$ cat config.mk
export PLATFORM = sky130hd
export DESIGN_NAME = axi_dma_arbiter
export DESIGN_NICKNAME = d
export VERILOG_FILES = /design/src/rtl/types_amba_pkg.sv /design/src/rtl/axi_dma_arbiter_rr_select.sv /design/src/rtl/axi_dma_arbiter.sv
export SDC_FILE = /design/constraint.sdc
export NUM_CORES = 1
export LEC_CHECK = 0
export ABC_AREA = 0
export BUFFER_PORTS_ARGS = -buffer_cell sky130_fd_sc_hd__buf_2
export CAP_MARGIN = 10
export CORE_AREA = 2 2 354 356
export DETAILED_ROUTE_END_ITERATION = 8
export DIE_AREA = 0 0 356 358
export SYNTH_ARGS = -nofsm -noshare
export SYNTH_HDL_FRONTEND = slang
export SYNTH_SLANG_ARGS = --single-unit
$ cat constraint.sdc
create_clock -name i_clk -period 2.1 [get_ports i_clk]
set_clock_uncertainty 0.1 [all_clocks]
set_input_delay 0.105 -clock i_clk [delete_from_list [all_inputs] [get_ports i_clk]]
set_output_delay 0.105 -clock i_clk [all_outputs]
set_load 0.005 [all_outputs]
$ cat src/rtl/types_amba_pkg.sv
// Shared axi_dma payload types and arbiter state encoding.
package types_amba_pkg;

  localparam int unsigned DMA_ABITS   = 48;
  localparam int unsigned DMA_BYTES_W = 10;
  localparam int unsigned DMA_STROB_W = 8;
  localparam int unsigned DMA_DATA_W  = 64;

  typedef struct packed {
    logic                   write;
    logic [DMA_BYTES_W-1:0] bytes;
    logic [DMA_ABITS-1:0]   addr;
    logic [DMA_STROB_W-1:0] strob;
    logic [DMA_DATA_W-1:0]  data;
    logic                   last;
  } dma_req_type;

  typedef struct packed {
    logic                  last;
    logic                  fault;
    logic [DMA_ABITS-1:0]  addr;
    logic [DMA_DATA_W-1:0] data;
  } dma_resp_type;

  typedef enum logic [1:0] {
    ARB_IDLE = 2'd0,
    ARB_REQ  = 2'd1,
    ARB_RESP = 2'd2
  } arb_state_e;

endpackage

$ cat src/rtl/axi_dma_arbiter_rr_select.sv
// Round-robin priority picker: first set request at or above ptr, wrapping at nclients.
module axi_dma_arbiter_rr_select #(
  parameter  int unsigned nclients = 4,
  localparam int unsigned cw       = $clog2(nclients)
) (
  input  logic [nclients-1:0] req_i,
  input  logic [cw-1:0]       ptr_i,
  output logic [cw-1:0]       idx_o,
  output logic                found_o
);

  localparam int unsigned CANDW = cw + 1;

  logic [CANDW-1:0] cand;

  // Walk the requests starting at the pointer; first hit wins
  always_comb begin
    idx_o   = '0;
    found_o = 1'b0;
    cand    = '0;
    for (int unsigned off = 0; off < nclients; off++) begin
      cand = CANDW'(ptr_i) + CANDW'(off);
      if (cand >= CANDW'(nclients)) cand = cand - CANDW'(nclients);
      if (!found_o && req_i[cand[cw-1:0]]) begin
        found_o = 1'b1;
        idx_o   = cand[cw-1:0];
      end
    end
  end

endmodule

$ cat src/rtl/axi_dma_arbiter.sv
// Round-robin owner of the shared axi_dma port; grant is held for a whole transaction.
module axi_dma_arbiter
  import types_amba_pkg::*;
#(
  parameter  int unsigned nclients = 4,
  parameter  int unsigned abits    = 48,
  localparam int unsigned cw       = $clog2(nclients)
) (
  input  logic                     i_clk,
  input  logic                     i_nrst,
  input  logic [nclients-1:0]      i_req_valid,
  input  logic [nclients-1:0]      i_req_write,
  input  logic [10*nclients-1:0]   i_req_bytes,
  input  logic [abits*nclients-1:0] i_req_addr,
  input  logic [8*nclients-1:0]    i_req_strob,
  input  logic [64*nclients-1:0]   i_req_data,
  input  logic [nclients-1:0]      i_req_last,
  output logic [nclients-1:0]      o_req_ready,
  output logic [nclients-1:0]      o_resp_valid,
  output logic                     o_resp_last,
  output logic                     o_resp_fault,
  output logic [abits-1:0]         o_resp_addr,
  output logic [63:0]              o_resp_data,
  input  logic [nclients-1:0]      i_resp_ready,
  output logic                     o_dma_req_valid,
  output logic                     o_dma_req_write,
  output logic [9:0]               o_dma_req_bytes,
  output logic [abits-1:0]         o_dma_req_addr,
  output logic [7:0]               o_dma_req_strob,
  output logic [63:0]              o_dma_req_data,
  output logic                     o_dma_req_last,
  input  logic                     i_dma_req_ready,
  input  logic                     i_dma_resp_valid,
  input  logic                     i_dma_resp_last,
  input  logic                     i_dma_resp_fault,
  input  logic [abits-1:0]         i_dma_resp_addr,
  input  logic [63:0]              i_dma_resp_data,
  output logic                     o_dma_resp_ready,
  output logic                     o_grant_valid,
  output logic [cw-1:0]            o_grant_idx
);

  arb_state_e          state_q;
  logic [cw-1:0]       grant_idx_q;
  logic [cw-1:0]       rr_ptr_q;
  logic [cw-1:0]       rr_ptr_d;
  logic                wr_done_q;
  logic [cw-1:0]       pick_idx;
  logic                pick_found;
  logic                owned;
  logic                in_req;
  logic                req_hs;
  logic                req_final;
  logic                rsp_last_hs;
  logic [nclients-1:0] grant_oh;
  dma_req_type         req_sel;
  dma_resp_type        resp_in;

  axi_dma_arbiter_rr_select #(.nclients(nclients)) u_rr_select (
    .req_i   (i_req_valid),
    .ptr_i   (rr_ptr_q),
    .idx_o   (pick_idx),
    .found_o (pick_found)
  );

  // Select the owning client's request slice
  always_comb begin
    req_sel = '0;
    for (int unsigned k = 0; k < nclients; k++) begin
      if (cw'(k) == grant_idx_q) begin
        req_sel.write = i_req_write[k];
        req_sel.bytes = i_req_bytes[10*k +: 10];
        req_sel.addr  = DMA_ABITS'(i_req_addr[abits*k +: abits]);
        req_sel.strob = i_req_strob[8*k +: 8];
        req_sel.data  = i_req_data[64*k +: 64];
        req_sel.last  = i_req_last[k];
      end
    end
  end

  assign resp_in = '{last:  i_dma_resp_last,
                     fault: i_dma_resp_fault,
                     addr:  DMA_ABITS'(i_dma_resp_addr),
                     data:  i_dma_resp_data};

  assign owned    = (state_q != ARB_IDLE);
  assign in_req   = (state_q == ARB_REQ);
  assign grant_oh = nclients'(1) << grant_idx_q;

  // Request path towards the DMA, gated to the owner while in req
  assign o_dma_req_valid = in_req & i_req_valid[grant_idx_q];
  assign o_dma_req_write = req_sel.write;
  assign o_dma_req_bytes = req_sel.bytes;
  assign o_dma_req_addr  = abits'(req_sel.addr);
  assign o_dma_req_strob = req_sel.strob;
  assign o_dma_req_data  = req_sel.data;
  assign o_dma_req_last  = req_sel.last;
  assign o_req_ready     = (in_req & i_dma_req_ready) ? grant_oh : '0;

  // Response path; also live in req so early write responses reach the owner
  assign o_resp_valid     = (owned & i_dma_resp_valid) ? grant_oh : '0;
  assign o_dma_resp_ready = owned & i_resp_ready[grant_idx_q];
  assign o_resp_last      = resp_in.last;
  assign o_resp_fault     = resp_in.fault;
  assign o_resp_addr      = abits'(resp_in.addr);
  assign o_resp_data      = resp_in.data;

  assign o_grant_valid = owned;
  assign o_grant_idx   = grant_idx_q;

  assign req_hs      = o_dma_req_valid & i_dma_req_ready;
  assign req_final   = req_hs & (~req_sel.write | req_sel.last);
  assign rsp_last_hs = owned & i_dma_resp_valid & i_resp_ready[grant_idx_q] & i_dma_resp_last;
  assign rr_ptr_d    = (grant_idx_q == cw'(nclients - 1)) ? '0 : grant_idx_q + cw'(1);

  // Transaction FSM: idle -> req -> resp -> idle, wr_done marks an early final response
  always_ff @(posedge i_clk or negedge i_nrst) begin
    if (!i_nrst) begin
      state_q     <= ARB_IDLE;
      grant_idx_q <= '0;
      rr_ptr_q    <= '0;
      wr_done_q   <= 1'b0;
    end else begin
      case (state_q)
        ARB_IDLE: begin
          if (pick_found) begin
            grant_idx_q <= pick_idx;
            wr_done_q   <= 1'b0;
            state_q     <= ARB_REQ;
          end
        end
        ARB_REQ: begin
          if (rsp_last_hs) begin
            rr_ptr_q  <= rr_ptr_d;
            wr_done_q <= 1'b1;
          end
          if (req_final) begin
            state_q <= (wr_done_q | rsp_last_hs) ? ARB_IDLE : ARB_RESP;
          end
        end
        ARB_RESP: begin
          if (rsp_last_hs) begin
            rr_ptr_q <= rr_ptr_d;
            state_q  <= ARB_IDLE;
          end
        end
        default: state_q <= ARB_IDLE;
      endcase
    end
  end

endmodule

# Word level (Yosys, flattened, before mapping)
# Cells that the tools add are included.
# word_totals
register_bits,7
in_bits,654
out_inout_bits,259
wordCells,97
# classes
add_sub_neg,8
n_lt_le_gt_ge,9
eq_ne,10
shifts,1
muxes,39
bitwise,11
reduce_logical,15
# ops
op,n
132-bit 2-to-1 mux,4
2-bit 2-to-1 mux,13
"2-bit by 3-bit less-than comparator with 1-bit output, second input constant",5
1-bit binary-select mux with 2-bit select,6
1-bit 2-to-1 mux,12
"3-bit greater-or-equal comparator, second input constant",3
1-bit bitwise AND,8
4-bit 2-to-1 mux,2
"2-bit by 1-bit subtractor with 2-bit output, second input constant",4
"2-bit by 2-bit adder with 3-bit output, second input constant",2
2-bit one-hot mux with 3 select lines,1
3-bit AND reduction,2
"2-bit equality test, first input constant",2
"2-bit equality test, second input constant",2
2-bit zero test,2
"2-bit by 1-bit != test with 1-bit output, second input constant",2
"2-bit != test, second input constant",2
2-bit AND reduction,2
2-bit nonzero test,2
"1-bit by 2-bit left shift with 4-bit output, first input constant",1
"2-bit by 1-bit adder with 3-bit output, second input constant",1
"2-bit by 3-bit greater-or-equal comparator with 1-bit output, second input constant",1
1-bit logical AND,3
1-bit zero test,3
other kinds (7),8

# Logic depth before layout (Yosys ltp)
# depth
word_depth,16
mapped_depth,9

# Modules after synthesis
# A second synthesis with hierarchy kept.
# hier_totals
hier_cells,805
hier_area_um2,5393.9
# by_module_without_submodules
mod,n_inst,cells_per_inst,area_each_um2,seq_area_each_um2
axi_dma_arbiter,1,790,5316.3,175.2
axi_dma_arbiter_rr_select,1,15,77.6,0.0

# Worst setup path after synthesis
# OpenSTA, ideal clock, no wires.
# synth_path
path_kind,flip-flop to flip-flop
start,register grant_idx_q[1] (netlist: o_grant_idx[1])
end,register state_q[1]
setup_ns,0.121
t_arrival_ns,1.783
required_ns,1.879
path_slack_ns,0.096
stages_incl_launch_ff,9
n_path_buf,1
period_less_slack_ns,2.004
path_cell_list,dfrtp_1 inv_1 ha_1 buf_2 nand3b_1 a211o_1 a31oi_2 o21ai_2 a22o_1
# synth_via
elab_chain_cells,10
word_cells_on_any_way,26
classes_between,5 x eq/ne; 11 x mux; 8 x bitwise; 2 x reduce/logical
# synth_rtl
element,line,rtl
start: declaration,axi_dma_arbiter.sv:44,logic [cw-1:0] grant_idx_q;
start signal: assignment,axi_dma_arbiter.sv:127,grant_idx_q <= pick_idx;
2-bit zero test,axi_dma_arbiter.sv:70,if (cw'(k) == grant_idx_q) begin
132-bit 2-to-1 mux (4 in a row),axi_dma_arbiter.sv:70,
1-bit inverter,axi_dma_arbiter.sv:112,assign req_final = req_hs & (~req_sel.write | req_sel.last);
1-bit OR,axi_dma_arbiter.sv:112,
1-bit bitwise AND,axi_dma_arbiter.sv:112,
2-bit by 1-bit != test with 1-bit output (no source line),-,
3-bit AND reduction (no source line),-,
end signal: assignment,axi_dma_arbiter.sv:138,state_q <= (wr_done_q | rsp_last_hs) ? ARB_IDLE : ARB_RESP;
end: declaration,axi_dma_arbiter.sv:43,arb_state_e state_q;
# Several ways; a longest one is shown, not always the timed one. The select of a mux whose other input is x is not followed.
# A chain may end at the register's enable or synchronous reset.

# Worst setup path after layout
# layout_path
start,register grant_idx_q[0] (netlist: o_grant_idx[0])
end,output port o_dma_req_data[2]
# layout_via
elab_chain_cells,5
word_cells_on_any_way,8
classes_between,3 x eq/ne; 4 x mux; 1 x reduce/logical
# layout_rtl
element,line,rtl
2-bit zero test,axi_dma_arbiter.sv:70,
132-bit 2-to-1 mux (3 in a row),axi_dma_arbiter.sv:70,
132-bit 2-to-1 mux *,axi_dma_arbiter.sv:70,
end: declaration,axi_dma_arbiter.sv:30,"output logic [63:0] o_dma_req_data,"
# Every way passes the cells marked *; elsewhere a longest branch is shown, timed or not.

==> results.toml <==
[route]
route.met2.wl_um = 43750
wl_final_um = 94350
vias = 10253
routed_length_on_met1_um = 28910
detail_route.drc_violations = 0
routed_via_density = 3.218
detailedRoute.firstIterationViolations = 699
detail_route.wl_per_cell_um = 29.61
drt_first_pass_iters = 5
routed.top_layer = "met5"
met3_wirelength_um = 18510
final_ant_viol_nets = 0

[placement]
gp_congestion = 0.8832
placement.setup.worst_slack_ns = -0.6704
buffer_ports.inserted = 686
post-dp-hpwl_um = 82890

[clock_network]
insertion_delay_ns = 0.23
cts.path.max_buffers = 2
tritoncts_num_sinks = 7
cts_tree = "built"
ctsRootBufferMaster = "clkbuf_16"
clock_tree.htree_level_count = 1
cts.clk_slew.worst_paths_ns = 0.04
cts_made_buffers = 3

[logic_synthesis]
synth.top_cells.by_area = "a22oi_1 19%, buf_4 16%, a21oi_1 13%"
syn_nets = 1590
synth-edff-count = 0
synth_largest_type_area_fraction = 0.1863
synthesis.instances = 929
synth_seq_area_share = 0.03369
yosysTopAreaCell = "a22oi_1"
synthTopCellsByCount = "136 x a21oi_1, 135 x nand2_1, 132 x o21ai_0"
post_synth_top_flop = "dfrtp_1"
synthArstFlopShare = 1.000
yosys.cell_count.top_type = "a21oi_1"
synth.avg_cell_area_um2 = 5.596
netlist_area_pre_place_um2 = 5199
synth_warnings = 0
synth-seq-cells = 7
post_synth_num_cell_types = 38

[worst_hold_path]
holdPathStages = 0
worstHoldPathType = "input port to primary output"
hold_start = "i_dma_resp_addr[29]"
worst_hold_path.endpoint = "o_resp_addr[29]"

[critical_path]
arrival_ns = 2.29
critPathMostFrequentCell = "buf_12"
worstSetupEndpointType = "primary output"
crit_path_cell_trace = "buf_6, ha_4, nor2b_4, buf_12, buf_16, buf_12, buf_12, a22oi_2, nor2_1, a21oi_1, o21ai_1, buf_2"
critPathLaunchType = "flip-flop"
crit-reg2reg-capture = "state_q[1]"
cpLargestDelayFamily = "buffers and inverters"
path_class = "flip-flop to primary output"
timing.critical_path.buf_inv = 6
crit_path_top_delay_cell = "dfrtp_1"
critical-path-max-stage-delay_ns = 0.41
timing.rr.start = "o_grant_idx[1]"
crit_fanout = 8
required_ns = 1.89
reg2regPathDepth = 8
worst-r2r-setup-slack_ns = -0.17

[layout]
area_growth_syn_to_layout_pct = 128.5
fin_nets = 2178
layout-drive-gt1-share = 0.6088
fillers = 14563

[die]
initial_core_util = 0.04216
num_io_pins = 913
fp.dieW_um = 356
floorplan.die.height_um = 358
floorplan.core_area_um2 = 123300
dieArea_um2 = 127400
core.rowCount = 129

[timing]
final.period_utilization = 1.187
grt_setup_unrepaired = "true"
tns_ns = -33.69
slew_headroom = 0.5600
count_of_final_max_slew_check_failures = 0
clock.fmax_ghz = 0.4010
postLayoutSetupSlackWorst_ns = -0.3937
timing.final.crit_period_ns = 2.494
worstMarginPinSlew_ns = 0.6540
final-setup-viol-count = 132
report.final.hold_viol_count = 0

[global_route]
global_route_wire_length_before_repair_um = 107600
grt_pass1_vias = 8950
grt_remaining_overflow = 0
antenna_found_initial = 149
gr-usage-all-layers = 0.1349
pin_count_of_the_biggest_net_entering_global_routing = 79

[pwr]
vdd_drop_max_mv = 0.7997
power-per-cell-area_nw_per_um2 = 1472
power.static_leakage_nw = 5.098

[run]
cap_violations = 0

[status]
failed_checks = "negative setup slack"
result_of_the_run = "finished with violations"
==> per-stage QoR <==
step	hold WS, ns	util	cell area, µm²	std cells	total power [mW]
floorplan	-0.2906	-	5199	929	5.656
global placement	-0.1463	0.08336	10280	3116	13.69
detailed placement	-0.1405	0.08336	10280	3116	13.83
CTS	0.1100	0.09148	11280	3141	16.69
global route	0.1100	0.09604	11840	3172	18.74
finish	0.1100	0.09632	11880	3186	17.48
==> repair_timing <==
item	CTS	global route
endpoints found under the setup margin	132	134
pin swaps	15	50
resized for setup	237	98
endpoints found under the hold margin	7	0
hold buffers	1	0
gates cloned	5	5
buffers inserted	16	9
==> worst max path at each step <==
stage	from	slack, ns	to	depth (start not counted)
after floorplan	o_grant_idx[1]	0.1	state_q[1]	8
after global placement	o_grant_idx[1]	-0.66	o_dma_req_data[7]	10
after detailed placement	o_grant_idx[0]	-0.67	o_dma_req_data[7]	10
after CTS	o_grant_idx[0]	-0.39	o_dma_req_data[7]	11
after global routing	o_grant_idx[0]	-0.48	o_dma_req_data[2]	12
final	o_grant_idx[0]	-0.39	o_dma_req_data[2]	12
==> cell type report <==
| class | count | area, µm² | share of cell area |
|---|---|---|---|
| multi-input cells | 711 | 4405 | 0.3709 |
| diodes | 33 | 82.58 | 0.006953 |
| well taps | 1637 | 2048 | 0.1724 |
| inverters | 8 | 30.03 | 0.002528 |
| flip-flops and latches | 7 | 175.2 | 0.01475 |
| repair buffers | 786 | 5057 | 0.4258 |
| clock buffers | 4 | 78.83 | 0.006636 |
==> routing by layer <==
| metal | global-route usage | vias up |
|---|---|---|
| li1 | - | 4410 |
| met1 | 0.1249 | 4525 |
| met2 | 0.2262 | 885 |
| met3 | 0.1208 | 293 |
| met4 | 0.01781 | 140 |
| met5 | 0 | - |
==> worst reg2reg max path, stage by stage, from the launching register on <==
cell and delay, ns:
dfrtp_1 0.37, inv_1 0.14, ha_4 0.19, buf_4 0.31, a211oi_1 0.13, a211o_1 0.34, a31oi_2 0.23, o21ai_2 0.11
a22o_1 0.23
==> power breakdown <==
| part | total, mW | internal, mW | switching, mW |
|---|---|---|---|
| clock | 0.333 | 0.253 | 0.0793 |
| combinational | 16.9 | 7.11 | 9.78 |
| sequential | 0.257 | 0.198 | 0.0595 |
| total | 17.5 | 7.57 | 9.91 |
==> sequential cells by signal, summed over array words and instances, names as in the netlist <==
register	flops
o_grant_idx	2
rr_ptr_q	2
state_q	2
wr_done_q	1
==> cell usage in the layout (no fill, tap or decap), drive strengths merged, types with 3 or more instances in the layout <==
cell	netlist	final
mux2i	3	3
dfrtp	7	7
a21oi	136	136
a211oi	3	3
and2	6	6
nor2b	4	4
clkbuf	53	9
o21ai	133	133
inv	8	8
ha	7	7
nand2	135	135
and3	5	5
buf	150	779
diode	0	33
nor2	129	129
a22oi	129	129
nand3b	4	4
==> cell families (layout without fill, tap and decap cells) <==
kind of cell             after synthesis  in the layout  share of synthesized area
AO/OA/AOI/OAI                        410            410                     0.4650
adder cells (fa/ha/maj)                7              7                    0.01685
buffers and inverters                211            798                     0.2431
flip-flops                             7              7                    0.03369
multiplexers                           6              6                    0.01805
other                                  0             33                          0
AND/OR/NAND/NOR                      288            288                     0.2233
(Power assumes the default switching activity.)
